`src/rtl/tx_sched_pkg.sv`:
```
// tx_sched_pkg: state encoding and symbol constants shared by the TX link scheduler
package tx_sched_pkg;
    typedef enum logic [1:0] {
        ST_IDLE  = 2'd0,
        ST_ALIGN = 2'd1,
        ST_RUN   = 2'd2
    } state_t;
    localparam logic [7:0] K28_5     = 8'hBC;
    localparam logic [7:0] IDLE_BYTE = 8'h00;
endpackage

```
`src/rtl/rr_arbiter2.sv`:
```
// rr_arbiter2: two-requester round-robin arbiter; the pointer moves only when a grant is taken
module rr_arbiter2 (
    input  logic       clk,
    input  logic       rst,
    input  logic       i_en,
    input  logic [1:0] i_req,
    input  logic       i_accept,
    output logic [1:0] o_gnt
);
    logic r_last;
    logic w_pick1;
    // prefer the requester not served last, otherwise whichever one is asking
    always_comb begin
        w_pick1 = i_req[1] && (!i_req[0] || !r_last);
        o_gnt   = i_en ? {w_pick1, i_req[0] && !w_pick1} : 2'b00;
    end
    // remember the served requester; reset favours requester 0 on the first tie
    always_ff @(posedge clk or negedge rst) begin
        if (!rst)
            r_last <= 1'b1;
        else if (i_accept)
            r_last <= o_gnt[1];
    end
endmodule

```
`src/rtl/tx_link_scheduler.sv`:
```
// tx_link_scheduler: aligns the link with K28.5, then multiplexes two byte channels with periodic commas
module tx_link_scheduler
    import tx_sched_pkg::*;
#(
    parameter int ALIGN_COUNT  = 16,
    parameter int COMMA_PERIOD = 256
) (
    input  logic       clk,
    input  logic       rst,
    input  logic       link_en,
    input  logic [7:0] ch0_data,
    input  logic       ch0_valid,
    output logic       ch0_ready,
    input  logic [7:0] ch1_data,
    input  logic       ch1_valid,
    output logic       ch1_ready,
    output logic [7:0] enc_data,
    output logic       enc_k,
    output logic       enc_valid,
    output logic       aligned,
    output logic [1:0] state_o
);
    localparam int            SW         = $clog2(COMMA_PERIOD);
    localparam logic [7:0]    ALIGN_LAST = 8'(ALIGN_COUNT - 1);
    localparam logic [SW-1:0] SLOT_LAST  = SW'(COMMA_PERIOD - 1);

    state_t        r_state;
    logic [7:0]    r_align_cnt;
    logic [SW-1:0] r_slot;
    logic [7:0]    r_enc_data;
    logic          r_enc_k;
    logic          r_enc_valid;
    logic          r_aligned;
    logic          w_data_slot;
    logic [1:0]    w_gnt;
    logic          w_hs;

    assign w_data_slot = (r_state == ST_RUN) && (r_slot != '0);
    assign w_hs        = |(w_gnt & {ch1_valid, ch0_valid});
    assign ch0_ready   = w_gnt[0];
    assign ch1_ready   = w_gnt[1];
    assign enc_data    = r_enc_data;
    assign enc_k       = r_enc_k;
    assign enc_valid   = r_enc_valid;
    assign aligned     = r_aligned;
    assign state_o     = r_state;

    rr_arbiter2 u_arb (
        .clk      (clk),
        .rst      (rst),
        .i_en     (w_data_slot),
        .i_req    ({ch1_valid, ch0_valid}),
        .i_accept (w_hs),
        .o_gnt    (w_gnt)
    );

    // link FSM; each cycle's decision lands on the encoder outputs one cycle later
    always_ff @(posedge clk or negedge rst) begin
        if (!rst) begin
            r_state     <= ST_IDLE;
            r_align_cnt <= '0;
            r_slot      <= '0;
            r_enc_data  <= IDLE_BYTE;
            r_enc_k     <= 1'b0;
            r_enc_valid <= 1'b0;
            r_aligned   <= 1'b0;
        end else begin
            case (r_state)
                ST_IDLE: begin
                    r_enc_data  <= IDLE_BYTE;
                    r_enc_k     <= 1'b0;
                    r_enc_valid <= 1'b0;
                    r_aligned   <= 1'b0;
                    r_align_cnt <= '0;
                    r_slot      <= '0;
                    if (link_en)
                        r_state <= ST_ALIGN;
                end
                ST_ALIGN: begin
                    r_enc_data  <= K28_5;
                    r_enc_k     <= 1'b1;
                    r_enc_valid <= 1'b1;
                    r_aligned   <= 1'b0;
                    r_align_cnt <= r_align_cnt + 8'd1;
                    if (!link_en)
                        r_state <= ST_IDLE;
                    else if (r_align_cnt == ALIGN_LAST) begin
                        r_state <= ST_RUN;
                        r_slot  <= '0;
                    end
                end
                ST_RUN: begin
                    r_enc_data  <= w_gnt[0] ? ch0_data : w_gnt[1] ? ch1_data : K28_5;
                    r_enc_k     <= ~|w_gnt;
                    r_enc_valid <= 1'b1;
                    r_aligned   <= 1'b1;
                    r_slot      <= (r_slot == SLOT_LAST) ? '0 : r_slot + SW'(1);
                    if (!link_en)
                        r_state <= ST_IDLE;
                end
                default: begin
                    r_state     <= ST_IDLE;
                    r_enc_data  <= IDLE_BYTE;
                    r_enc_k     <= 1'b0;
                    r_enc_valid <= 1'b0;
                    r_aligned   <= 1'b0;
                end
            endcase
        end
    end
endmodule

```
`config.mk`:
```
export PLATFORM = sky130hd
export DESIGN_NAME = tx_link_scheduler
export DESIGN_NICKNAME = d
export VERILOG_FILES = /design/src/rtl/tx_sched_pkg.sv /design/src/rtl/rr_arbiter2.sv /design/src/rtl/tx_link_scheduler.sv
export SDC_FILE = /design/constraint.sdc
export NUM_CORES = 1
export LEC_CHECK = 0
export ABC_AREA = 1
export BUFFER_PORTS_ARGS = -buffer_cell sky130_fd_sc_hd__buf_2
export CAP_MARGIN = 20
export CORE_MARGIN = 2
export CORE_UTILIZATION = 54
export CTS_CLUSTER_DIAMETER = 100
export DETAILED_ROUTE_END_ITERATION = 10
export PLACE_DENSITY = 0.85
export SLEW_MARGIN = 20
export SYNTH_ARGS = -nofsm -noshare
export SYNTH_HDL_FRONTEND = slang
export SYNTH_SLANG_ARGS = --single-unit
```
`constraint.sdc`:
```
create_clock -name clk -period 1.59 [get_ports clk]
set_input_delay 0.159 -clock clk [delete_from_list [all_inputs] [get_ports clk]]
set_output_delay 0.159 -clock clk [all_outputs]
set_load 0.02 [all_outputs]
```
* Word-level counts from Yosys, hierarchy flattened *
Index checks and enable logic that the tools add are counted.

cells by class
  order comparisons = 0
  reductions and logical operators = 17
  eq/ne operators = 9
  multipliers = 0
  $add $sub $neg = 2
  bitwise gates (word level) = 1
  div/mod/pow operators = 0
  shifts and indexed selects = 0
  mux-type cells = 17

operators by type and width
  cell                                                 number
  two-way mux 8 bit                                    5
  one-hot mux 8 bit (2 select lines)                   2
  one-hot mux 8 bit (3 select lines)                   1
  adder 8 x 1 -> 8 bit, second input constant          2
  two-way mux 2 bit                                    5
  equality test 8 x 4 -> 1 bit, second input constant  1
  equality test 8 bit, second input constant           1
  != test 2 bit, second input constant                 4
  nonzero test 8 bit                                   1
  one-hot mux 2 bit (3 select lines)                   1
  AND reduction 3 bit                                  2
  OR reduction 2 bit                                   3
  logical NOT 1 bit                                    4
  logical AND 1 bit                                    3
  != test 3 bit, second input constant                 1
  nonzero test 3 bit                                   1
  AND 2 bit                                            1
  equality test 2 x 1 -> 1 bit, second input constant  1
  equality test 2 bit, second input constant           1
  logical NOT 2 bit                                    1
  two-way mux 1 bit                                    2
  one-hot mux 1 bit (2 select lines)                   1
  nonzero test 2 bit                                   1
  logical OR 1 bit                                     1

word-level totals
  output and inout port bits = 15
  memory bits (writable) = 0
  input bits = 21
  word-level logic and storage cells = 54
  memories kept = 0
  bits in latches = 0
  ROM bits = 0
  register bits = 30

* Longest topological paths before layout *
Gate-level depths: netlist of run 1.

  word-level depth = 9
  mapped depth = 9

* Modules after synthesis *
A second synthesis of run 1 with hierarchy kept.

unflattened totals
  cell total of the unflattened synthesis = 198
  area total of the unflattened synthesis = 1654.1 sq um

by module, submodules not included
  module             instances  cells an instance  area each (sq um)
  tx_link_scheduler  1          187                1582.8
  rr_arbiter2        1          11                 71.3

* Worst setup path before layout of run 1 *
Ideal clock, no wire load.

  path kind = reg2reg
  start point = reg r_state[0], in the netlist state_o[0]
  end point = reg r_slot[6]
  setup time = 0.074 ns
  stages on the path, launching flop included = 10
  period minus slack after synthesis = 1.565 ns
  setup slack = 0.025 ns
  buffers on the path = 2
  arrival = 1.491 ns
  cells stage by stage = dfrtp_1 > inv_1 > ha_1 > buf_2 > inv_1 > nand2_1 > nand3_2 > buf_6 > nand2_1 > o21ai_2

on the way
  word-level cells in the longest chain between the ends = 3
  elaborated cells on any way between the ends = 8
  classes of those cells = eq/ne (4); mux (1); reduce/logical (3)

ends and longest elaborated chain
  element                                                               line                     text
  from (decl)                                                           tx_link_scheduler.sv:27  state_t r_state;
  from (signal assigned)                                                tx_link_scheduler.sv:60  r_state <= ST_IDLE;
  from (signal assigned)                                                tx_link_scheduler.sv:77  r_state <= ST_ALIGN;
  from (signal assigned)                                                tx_link_scheduler.sv:86  r_state <= ST_IDLE;
  equality test 2 x 1 -> 1 bit, or another cell as far along            tx_link_scheduler.sv:68  case (r_state)
  != test 2 bit (no source line) or nonzero test 3 bit (tied branches)  -
  AND reduction 3 bit (no source line)                                  -
  to (signal assigned)                                                  tx_link_scheduler.sv:97  r_slot <= (r_slot == SLOT_LAST) ? '0 : r_slot + SW'(1);
  to (decl)                                                             tx_link_scheduler.sv:29  logic [SW-1:0] r_slot;

Parallel ways exist; a longest one is shown, timed or not.
A chain may end at the register's enable or synchronous reset.

* Final worst setup path of run 1 *
  start point = reg r_slot[0]
  end point = out ch0_ready

on the way
  word-level cells in the longest chain between the ends = 3

ends and longest elaborated chain
  element             line                     text
  nonzero test 8 bit  tx_link_scheduler.sv:38  assign w_data_slot = (r_state == ST_RUN) && (r_slot != '0);
  logical AND 1 bit   tx_link_scheduler.sv:38
  two-way mux 2 bit   rr_arbiter2.sv:15        o_gnt = i_en ? {w_pick1, i_req[0] && !w_pick1} : 2'b00;
  to (decl)           tx_link_scheduler.sv:13  output logic ch0_ready,

No other way between the ends.

==> impl_results.md, run 1 <==
- Layout Cells excl Fill: 329
- Worst-Skew Late Latency: 0.34 ns
- Share of cells above drive strength 1: 32.3%
- Final hold vios: 0
- Crit path time final: 1.66 ns
- Net switching power: 0.918 mW
- TritonCTS clock tree: yes
- Area contributors post-synth: dfrtp_1 (42%), nand2_1 (12%), inv_1 (8.6%), nand4_1 (6.8%), nand3_1 (5.2%)
- Detailed Place HPWL: 2.76 mm
- Largest net degree at the start of global routing: 31
- Clock sinks: 30
- Req. time, crit path: 1.43 ns
- I/O Buffers: 35
- Iteration-0 DRC Markers: 125
- Netlist cell types: 26
- Design area: 2340 um^2
- Status: finished, violations left
- PwrDens: 1150 nW/um^2
- Placeable Area: 3050 um^2
- Vias in the first global route: 1624
- Endpoints failing setup: 2
- Max Cap Viol: 0
- Routability cong.: 0.882
- Post-Place Cell Area: 1990 um^2
- Setup ws final: -0.0707 ns
- Reg clk slew, reported paths: 0.11 ns
- Placed insts: 309
- I/O pin total: 36
- Avg Cell Area, Syn: 7.61 um^2
- Initial DRT Pass Iterations: 4
- Nets: 311
- Mapped Nets: 256
- Sequential cell area fraction in the yosys report: 43.2%
- Area growth syn-to-layout: 34.6%
- Wire length per cell: 13.4 um
- Max Freq: 602 MHz
- Antenna cells: 0
- Clock power share: 30.5%
- First-pass GRT wire length: 6.90 mm
- Hold Path Class: primary input to flip-flop
- Critical Path Max Stage Delay: 0.41 ns
- Internal: 1.77 mW
- CTS Buffer Depth: 2
- Worst Path Max Fanout: 2
- Max Clock Skew: 0.0118 ns
- Post-route DRC violation count: 0
- Slowest cell on the critical path: dfrtp_1
- Slew Viols, Final: 0
- Period utilisation layout: 104%
- RSZ-0062 raised after global routing: yes
- Starting Density: 57.0%
- Num CTS Buffers: 5
- GRT overflow: 0
- Antenna violations before repair: 0
- #FFs+latches synth: 30
- Tot Pwr: 2.69 mW
- H-tree lvl count: 2
- Net Sw Frac: 34.2%
- Routed WL: 4.42 mm
- Total GRT Usage: 25.7%
- Crit end category: primary output
- Mapped Cells: 229
- Clock root cell: clkbuf_4
- DIE AREA: 3700 um^2
- CP cell instances: inv_2 > ha_4 > nand2_4 > nor2_4 > nand2_2 > and3_4 > buf_6
- Share of the synthesized area in the top cell type: 41.7%
- DR vias/cell: 5.23
- Sequential Power Share: 34.1%
- ANT nets after route: 0
- Headroom to the max-slew limit: 54.8%
- Width of the die: 60.8 um
- Peak VDD IR: 0.724 mV
- Worst-margin pin slew: 0.678 ns
- Via Count: 1722
- Synthesized area: 1740 um^2
- Crit path DAT: 1.50 ns
- Rows: 20
- Synth area leader: dfrtp_1
- Startpoint Class: flip-flop
- Yosys warns: 0
- Combinational power share: 35.5%
- Fillers: 241
- Die height: 60.8 um
- Leakage power: 1.23 nW
- Violated checks: setup timing
- Setup Crit Path Kind: flip-flop to primary output
## cell usage in the layout, fill, tap and decap left out, types with 2 or more instances in the layout
| cell type | netlist | final |
|---|---|---|
| nand2_1 | 56 | 55 |
| inv_1 | 40 | 35 |
| buf_2 | 1 | 33 |
| dfrtp_1 | 29 | 28 |
| nand4_1 | 19 | 19 |
| nand3_1 | 18 | 17 |
| nor2_1 | 20 | 15 |
| buf_4 | 1 | 14 |
| o21ai_0 | 8 | 6 |
| inv_2 | 1 | 5 |
| o21ai_1 | 3 | 5 |
| o21ai_2 | 6 | 5 |
| clkbuf_4 | 0 | 5 |
| nor2_4 | 0 | 3 |
| a21oi_1 | 4 | 3 |
| nand3_2 | 2 | 3 |
| ha_4 | 0 | 3 |
| ha_1 | 6 | 3 |
| buf_6 | 2 | 3 |
| nor2_2 | 0 | 2 |
| a21boi_2 | 2 | 2 |
| nor3_1 | 2 | 2 |
| bufinv_16 | 0 | 2 |
## critical path: cells and delay by family (launching register included)
kind,cells,cell delay [ns]
buf+inv,2,0.22
flops,1,0.41
fa+ha+maj,1,0.14
simple gates,4,0.39
## path summary, 6_finish.rpt
path,from,to,slack (ns),depth (start not counted)
max,r_slot[0],ch0_ready,-0.07,7
min,link_en,state_o[0],0.08,3
max reg2reg,state_o[0],r_slot[7],0.07,10
min reg2reg,u_arb.r_last,u_arb.r_last,0.53,2
max in group asynchronous,rst,state_o[1],0.74,2
min in group asynchronous,rst,r_align_cnt[0],0.38,2
## timing repair
item,CTS,global route
buffers inserted,7,3
hold buffers,1,0
cloned,1,0
pin swaps,2,2
setup endpoints to repair,2,16
endpoints found under the hold margin,29,0
resized for setup,20,16
## synthesized netlist by cell type, drive strengths merged
library cell	count
nand2	57
inv	41
dfrtp	29
nand3	20
nor2	20
nand4	19
o21ai	17
ha	6
a21oi	4
buf	4
a21boi	2
clkbuf	2
nor3	2
a22o	1
a22oi	1
a31oi	1
and3	1
dfstp	1
xor2	1
## flip-flops by register name, indices dropped and copies added, names as in the netlist
name and flops:
u_arb.r_last 1, aligned 1, state_o 2, enc_valid 1, enc_data 8, r_slot 8
enc_k 1, r_align_cnt 8
## area by class of cell
| cell class | count | area, um^2 | share of cell area [%] |
|---|---|---|---|
| timing repair buffer | 54 | 382 | 16.3 |
| clock buffer | 6 | 51.3 | 2.19 |
| multi-input combinational | 152 | 887 | 37.8 |
| inverter | 41 | 156 | 6.67 |
| tap | 44 | 55.1 | 2.35 |
| sequential | 30 | 753 | 32.1 |
| clock inverter | 2 | 60.1 | 2.56 |
## metal layers
metal  routed length (um)  GRT usage, %  part of all wire (%)  vias up
li1                     -             -                     -      851
met2                 2300          44.7                    52       50
met4                  110          11.2                   2.5        0
met3                  197          6.40                   4.5       11
met1                 1810          30.1                    41      810
met5                    0             0                     0        -
## cells by family (layout without fill, tap and decap cells)
kind of cell             count (synthesis)  count (layout)  share of synthesized area (%)
AND/OR/NAND/NOR                        119             119                           30.8
buffers and inverters                   47             103                           11.3
flip-flops                              30              30                           43.2
AO/OA/AOI/OAI                           26              26                           9.91
adder cells (fa/ha/maj)                  6               6                           4.31
XOR/XNOR                                 1               1                          0.503
## power by group through the flow
| stage | Combinational [mW] | Clock (mW) | Sequential (mW) |
|---|---|---|---|
| 2_1_floorplan | 0.408 | 0 | 1.03 |
| 3_3_place_gp | 0.726 | 0 | 0.933 |
| 3_5_place_dp | 0.741 | 0 | 0.934 |
| 4_1_cts | 0.803 | 0.829 | 0.916 |
| 5_1_grt | 1.02 | 0.860 | 0.927 |
| 6_report | 0.952 | 0.818 | 0.916 |
## per-stage QoR
step | hold slack (ns) | util (%) | TNS (ns) | worst slack (ns)
final | 0.0827 | 76.8 | -0.132 | -0.0707
after global routing | 0.0600 | 76.8 | -0.347 | -0.132
after CTS | 0.0703 | 74.2 | -0.0885 | -0.0424
after detailed placement | 0.235 | 65.3 | 0 | 0.0661
after global placement | 0.226 | 65.3 | 0 | 0.119
after floorplan | -0.137 | - | 0 | 0.0253
(Power assumes the default switching activity.)
==> run 2, diff against run 1 <==
--- a/config.mk
+++ b/config.mk
@@ -5,14 +5,14 @@
 export SDC_FILE = /design/constraint.sdc
 export NUM_CORES = 1
 export LEC_CHECK = 0
-export ABC_AREA = 1
 export BUFFER_PORTS_ARGS = -buffer_cell sky130_fd_sc_hd__buf_2
 export CAP_MARGIN = 20
 export CORE_MARGIN = 2
-export CORE_UTILIZATION = 54
+export CORE_UTILIZATION = 53
 export CTS_CLUSTER_DIAMETER = 100
 export DETAILED_ROUTE_END_ITERATION = 10
 export PLACE_DENSITY = 0.85
+export SETUP_SLACK_MARGIN = 0.2
 export SLEW_MARGIN = 20
 export SYNTH_ARGS = -nofsm -noshare
 export SYNTH_HDL_FRONTEND = slang
==> run 2 against run 1 <==
  * The run ends with DRC, setup timing left
  * Utilization grew 8.9 points
  * Flip-flop and latch count is the same
  * Routed wire length up 48%
  * Via count increased by 11%
==> impl_results.md, run 2 <==
- Synth area leader: dfrtp_1
- Setup ws final: -0.484 ns (-0.413 ns)
- Endpoints failing setup: 22 (+20)
- Netlist cell types: 40 (+54%)
- Antenna cells: 0 (unchanged)
- ANT nets after route: 0 (unchanged)
- I/O pin total: 36 (unchanged)
- Util after Layout: 85.7% (+8.9 points)
- Placeable Area: 2810 um^2 (-8.1%)
- Die height: 58.6 um (-3.6%)
- Num CTS Buffers: 5 (unchanged)
- Crit path time final: 2.07 ns (+0.413 ns)
- Avg Cell Area, Syn: 9.94 um^2 (+31%)
- Leakage power: 1.20 nW (-2.1%)
- Slew Viols, Final: 0 (unchanged)
- CTS Buffer Depth: 2 (unchanged)
- DR vias/cell: 6.85 (+31%)
- Clock sinks: 30 (unchanged)
- Status: finished, violations left
- Worst-Skew Late Latency: 0.35 ns (about the same)
- RSZ-0062 raised after global routing: yes
- Share of cells above drive strength 1: 51.0% (+19 points)
- DIE AREA: 3430 um^2 (-7.1%)
- GRT overflow: 0 (unchanged)
- TNS Setup: -5.12 ns (-4.99 ns)
- Peak VDD IR: 1.13 mV (+56%)
- Hold Path Class: primary input to flip-flop
- Most numerous cell in the Yosys netlist: dfrtp_1
- Post-synth top cells: dfrtp_1 (29), nand2_1 (23), inv_1 (11)
- Crit path DAT: 1.91 ns (+0.41 ns)
- Most frequent cells in the layout: buf_4 (41), buf_2 (33), dfrtp_1 (27)
- Design area: 2400 um^2 (+2.5%)
- Clock root cell: clkbuf_4
- Worst-margin pin slew: 0.705 ns (+0.0272 ns)
- Period utilisation layout: 130% (+26 points)
- Post-Place Cell Area: 2050 um^2 (+3.0%)
- Commonest non-fill, non-tap cell in the layout: buf_4
- I/O Buffers: 35 (unchanged)
- Req. time, crit path: 1.43 ns (about the same)
- Starting Density: 56.3% (-0.72 points)
- Max Clock Skew: 0.00792 ns (-0.00386 ns)
- Yosys warns: 0 (unchanged)
- Number of synthesized flops with an enable pin: 0 (unchanged)
- Crit end category: primary output
- Routability cong.: 0.832 (-5.7%)
- Async SR Flop Fraction: 100% (unchanged)
- Detailed Place HPWL: 3.13 mm (+13%)
- Fin Hold WS: 0.0999 ns (+0.0172 ns)
- Final hold vios: 0 (unchanged)
- Max Freq: 482 MHz (-20%)
- Violated checks: DRC, setup timing
- Rows: 19 (-5.0%)
- Iteration-0 DRC Markers: 254 (+100%)
- Max Cap Viol: 0 (unchanged)
- PwrDens: 1520 nW/um^2 (+32%)
- Worst Path Max Fanout: 4 (+2)
- Synthesized area: 1580 um^2 (-9.3%)
- Sequential cell area fraction in the yosys report: 47.6% (+4.4 points)
- Post-route DRC violation count: 7 (+7)
- Top_reg_cell synth: dfrtp_1
- Headroom to the max-slew limit: 53.0% (-1.8 points)
- Routed WL: 6.55 mm (+48%)
- Wire length per cell: 23.6 um (+75%)
- Vias in the first global route: 1695 (+4.4%)
- H-tree lvl count: 2 (unchanged)
- TritonCTS clock tree: yes
- Via Count: 1904 (+11%)
- Setup Crit Path Kind: flip-flop to primary output
- Area growth syn-to-layout: 52.1%
- Startpoint Class: flip-flop
- Total GRT Usage: 31.1% (+5.4 points)
- Mapped Cells: 159 (-31%)
- First-pass GRT wire length: 7.93 mm (+15%)
- Mapped Nets: 186 (-27%)
- Largest net degree at the start of global routing: 31 (unchanged)
- Nets: 273 (-12%)
- Antenna violations before repair: 0 (unchanged)
- Share of the synthesized area in the top cell type: 45.9% (+4.3 points)
- Initial DRT Pass Iterations: 8 (+4)
- Area contributors post-synth: dfrtp_1 (46%), nand2_1 (5.5%), ha_1 (4.8%), o22ai_1 (3.2%), o21ai_0 (2.9%)
- #FFs+latches synth: 30 (unchanged)
- Reg clk slew, reported paths: 0.10 ns (about the same)
- Width of the die: 58.6 um (-3.6%)
## run 2: layout make-up
cell class              instances  area [um^2]
inverters                      11         43.8
repair buffers                 84          584
fillers                       117          402
clock buffers                   5         37.5
flip-flops and latches         30          754
well taps                      31         38.8
multi-input cells             114          905
clock inverters                 3         40.0
## run 2: worst paths after layout
check	startpoint	end	slack (ns)	cells after the start
worst max register to register	r_slot[1]	enc_data[3]	-0.34	9
worst min-delay path	ch0_data[6]	enc_data[6]	0.1	3
worst max-delay path	r_slot[6]	ch1_ready	-0.48	5
min in group asynchronous	rst	r_align_cnt[0]	0.38	2
max in group asynchronous	rst	state_o[1]	0.71	2
worst min register to register	u_arb.r_last	u_arb.r_last	0.49	2
## run 2: report_power, final
group          switching (mW)  total [mW]  internal, mW
logic                    1.10        1.97         0.872
clock network           0.298       0.624         0.325
registers               0.124        1.05         0.926
## run 2: worst max-delay path, stage by stage (launching register included)
cell and delay, ns:
dfrtp_1 0.41, or4_4 0.60, or2_4 0.29, nand3_2 0.09
inv_2 0.05, buf_6 0.12
## run 2: through the flow
stage,power [mW],worst slack (ns),cells
2_1_floorplan,1.90,-0.339,159
3_3_place_gp,2.37,-0.150,252
3_5_place_dp,2.46,-0.228,252
4_1_cts,3.25,-0.419,271
5_1_grt,3.76,-0.517,278
6_report,3.65,-0.484,278
## run 2: repair_timing
item	CTS	global route
pin swaps	7	2
gates resized for setup	18	19
cloned	0	0
hold buffers	1	0
endpoints found under the hold margin	29	0
setup buffers	10	7
endpoints found under the setup margin	24	26
## run 2: cell families after synthesis
logic type,synth area share (%)
DFF,47.6
buffers and inverters,3.56
xor gates and xnor gates,2.22
muxes,2.85
AOI/OAI and AO/OA,20.3
and+or+nand+nor,18.8
adders and majority gates,4.75
## run 2: routing by layer
| layer | part of all wire (%) | global-route usage (%) | wire [um] |
|---|---|---|---|
| met2 | 47 | 55.9 | 3060 |
| met5 | 0 | 0 | 0 |
| met4 | 7.2 | 14.9 | 470 |
| met3 | 11 | 7.91 | 693 |
| met1 | 36 | 34.1 | 2330 |
==> run 3, diff against run 2 <==
--- a/config.mk
+++ b/config.mk
@@ -8,11 +8,12 @@
 export BUFFER_PORTS_ARGS = -buffer_cell sky130_fd_sc_hd__buf_2
 export CAP_MARGIN = 20
 export CORE_MARGIN = 2
-export CORE_UTILIZATION = 53
+export CORE_UTILIZATION = 50
 export CTS_CLUSTER_DIAMETER = 100
 export DETAILED_ROUTE_END_ITERATION = 10
-export PLACE_DENSITY = 0.85
+export PLACE_DENSITY = 0.81
 export SETUP_SLACK_MARGIN = 0.2
+export SKIP_CTS_REPAIR_TIMING = 1
 export SLEW_MARGIN = 20
 export SYNTH_ARGS = -nofsm -noshare
 export SYNTH_HDL_FRONTEND = slang
==> run 3 against run 2 <==
  * The flow finishes with violations (setup timing)
  * Combinational power shrank 9.6%
  * Critical path type unchanged
  * Register-to-register slack gained 0.08 ns
  * Utilization shrank 5.8 points
  * Non-clock buffer count shrank 2
  * Power shrank 1.2%
  * Sequential power shrank 4%
  * Fmax is essentially flat
  * Worst setup slack lost 0.0019 ns
  * Global-route usage shrank 6.5 points
  * Die area grew 5.6%
  * Cell count grew 4.0%
  * Largest power group unchanged
  * Count of clock-buffer cells in the layout grew 1
  * Critical endpoint unchanged
==> impl_results.md, run 3 (synthesis gave the netlist of run 2 again) <==
- PwrDens: 1490 nW/um^2 (-1.9%)
- Hold path endpoint: enc_data[0]
- Hold depth: 3 (unchanged)
- Rows: 20 (+1)
- R2R cell count: 4 (-5)
- Clock power share: 22.7% (+5.6 points)
- Period utilisation layout: 131% (about the same)
- Num CTS Buffers: 5 (unchanged)
- Net switching power: 1.31 mW (-14%)
- Placeable Area: 3030 um^2 (+7.9%)
- Post-route DRC violation count: 0 (-7)
- Area growth syn-to-layout: 53.1%
- Antenna cells: 0 (unchanged)
- Iteration-0 DRC Markers: 83 (-67%)
- RSZ-0062 raised after global routing: yes
- Violated checks: setup timing
- Fillers: 170 (+45%)
- DIE AREA: 3630 um^2 (+5.6%)
- Crit path top cell by count: inv_2
- Total GRT Usage: 24.7% (-6.5 points)
- Die height: 60.2 um (+2.8%)
- Final hold vios: 0 (unchanged)
- Routed WL: 4.44 mm (-32%)
- Tot Pwr: 3.60 mW (-1.2%)
- Setup Crit Path Kind: flip-flop to primary output
- Hold Path Class: primary input to flip-flop
- Crit end category: primary output
- Reg clk slew, reported paths: 0.10 ns (about the same)
- Reg2reg start: r_align_cnt[4]
- Max Freq: 482 MHz (about the same)
- GRT overflow: 0 (unchanged)
- Internal: 2.29 mW (+7.7%)
- TritonCTS clock tree: yes
- CTS Buffer Depth: 2 (unchanged)
- Share of cells above drive strength 1: 50.2% (-0.81 points)
- Vias in the first global route: 1472 (-13%)
- DR vias/cell: 5.62 (-18%)
- Slowest cell on the critical path: or3b_4
- Starting Density: 52.2% (-4.1 points)
- H-tree lvl count: 2 (unchanged)
- Util after Layout: 79.9% (-5.8 points)
- Crit path time final: 2.08 ns (+0.00190 ns)
- Combinational power share: 49.3% (-4.8 points)
- Peak VDD IR: 1.09 mV (-3.6%)
- Leakage power: 1.20 nW (-0.52%)
- Max Cap Viol: 0 (unchanged)
- Width of the die: 60.2 um (+2.8%)
- Worst-Skew Late Latency: 0.34 ns (about the same)
- Critical Path Max Stage Delay: 0.41 ns (-0.19 ns)
- Startpoint Class: flip-flop
- Critical R2R Capture: r_slot[0]
- Req. time, crit path: 1.43 ns (about the same)
- Worst-margin pin slew: 0.668 ns (-0.0377 ns)
- Headroom to the max-slew limit: 55.5% (+2.5 points)
- Nets: 271 (-0.73%)
- Clock sinks: 30 (unchanged)
- Commonest non-fill, non-tap cell in the layout: buf_4
- Initial DRT Pass Iterations: 4 (-4)
- Worst Path Max Fanout: 5 (+1)
- Largest net degree at the start of global routing: 31 (unchanged)
- Wire length per cell: 15.3 um (-35%)
- I/O pin total: 36 (unchanged)
- CP cell instances: inv_2 > ha_4 > or3b_4 > or2_4 > nand3_4 > inv_2 > buf_6
- Sequential Power Share: 27.9% (-0.9 points)
- Routability cong.: 0.810 (-2.7%)
- ANT nets after route: 0 (unchanged)
- Status: finished, violations left
- Setup ws final: -0.486 ns (-0.00190 ns)
- Fin Hold WS: 0.0880 ns (-0.0119 ns)
- Detailed Place HPWL: 2.98 mm (-4.7%)
- Clock root cell: clkbuf_4
- Net Sw Frac: 36.5% (-5.2 points)
- First-pass GRT wire length: 6.45 mm (-19%)
- Antenna violations before repair: 0 (unchanged)
- Via Count: 1625 (-15%)
- I/O Buffers: 35 (unchanged)
- Most frequent cells in the layout: buf_4 (41), buf_2 (34), dfrtp_1 (27)
- Max Clock Skew: 0.00897 ns (+0.00105 ns)
- Endpoints failing setup: 22 (unchanged)
- Slew Viols, Final: 0 (unchanged)
- Crit path DAT: 1.92 ns (about the same)
- Hold Path Origin: ch1_data[0]
- R2R Setup Slk: -0.26 ns (+0.08 ns)
-- run 3: stage by stage --
stage | TNS, ns | setup slack, ns | cells | cell area (um^2)
after floorplan | -1.52 | -0.339 | 159 | 1640
after global placement | -1.28 | -0.160 | 270 | 2110
after detailed placement | -2.31 | -0.198 | 270 | 2110
after CTS | -3.64 | -0.531 | 278 | 2220
after global routing | -4.65 | -0.571 | 289 | 2420
final | -3.35 | -0.486 | 289 | 2420
-- run 3: layout make-up --
type,instances,area (um^2),share of cell area (%)
multi-input combinational,114,898,37.1
clock inverter,2,60.1,2.48
inverter,11,45.0,1.86
sequential,30,754,31.2
tap,44,55.1,2.28
timing repair buffer,82,556,23.0
clock buffer,6,51.3,2.12
-- run 3: critical path, delay by kind of cell, from the launching register on --
| family | cells | cell delay (ns) |
|---|---|---|
| and+or+nand+nor | 3 | 0.80 |
| DFF | 1 | 0.40 |
| buffers and inverters | 3 | 0.25 |
| adders and majority gates | 1 | 0.12 |
-- run 3: layer usage --
| metal | track usage, % | wire length, um | share of wire (%) | vias up |
|---|---|---|---|---|
| li1 | - | - | - | 745 |
| met1 | 27.8 | 1730 | 39 | 769 |
| met2 | 43.5 | 2320 | 52 | 89 |
| met3 | 6.49 | 255 | 5.7 | 22 |
| met4 | 10.5 | 131 | 3.0 | 0 |
| met5 | 0 | 0 | 0 | - |
-- run 3: power groups by stage --
stage          clock network, mW  logic, mW  registers [mW]
2_1_floorplan                  0      0.756            1.15
3_3_place_gp                   0       1.44            1.00
3_5_place_dp                   0       1.52            1.01
4_1_cts                    0.824       1.53           0.997
5_1_grt                    0.868       1.92            1.02
6_report                   0.819       1.78            1.01
-- run 3: worst max-delay path by stage --
stage / start / slack (ns) / cells after the start / to
floorplan: r_align_cnt[4] / -0.34 / 4 / r_slot[0]
global placement: r_align_cnt[4] / -0.16 / 4 / r_slot[0]
detailed placement: r_align_cnt[4] / -0.20 / 4 / r_slot[0]
CTS: r_slot[1] / -0.53 / 7 / ch1_ready
global route: r_slot[1] / -0.57 / 7 / ch1_ready
finish: r_slot[1] / -0.49 / 7 / ch1_ready
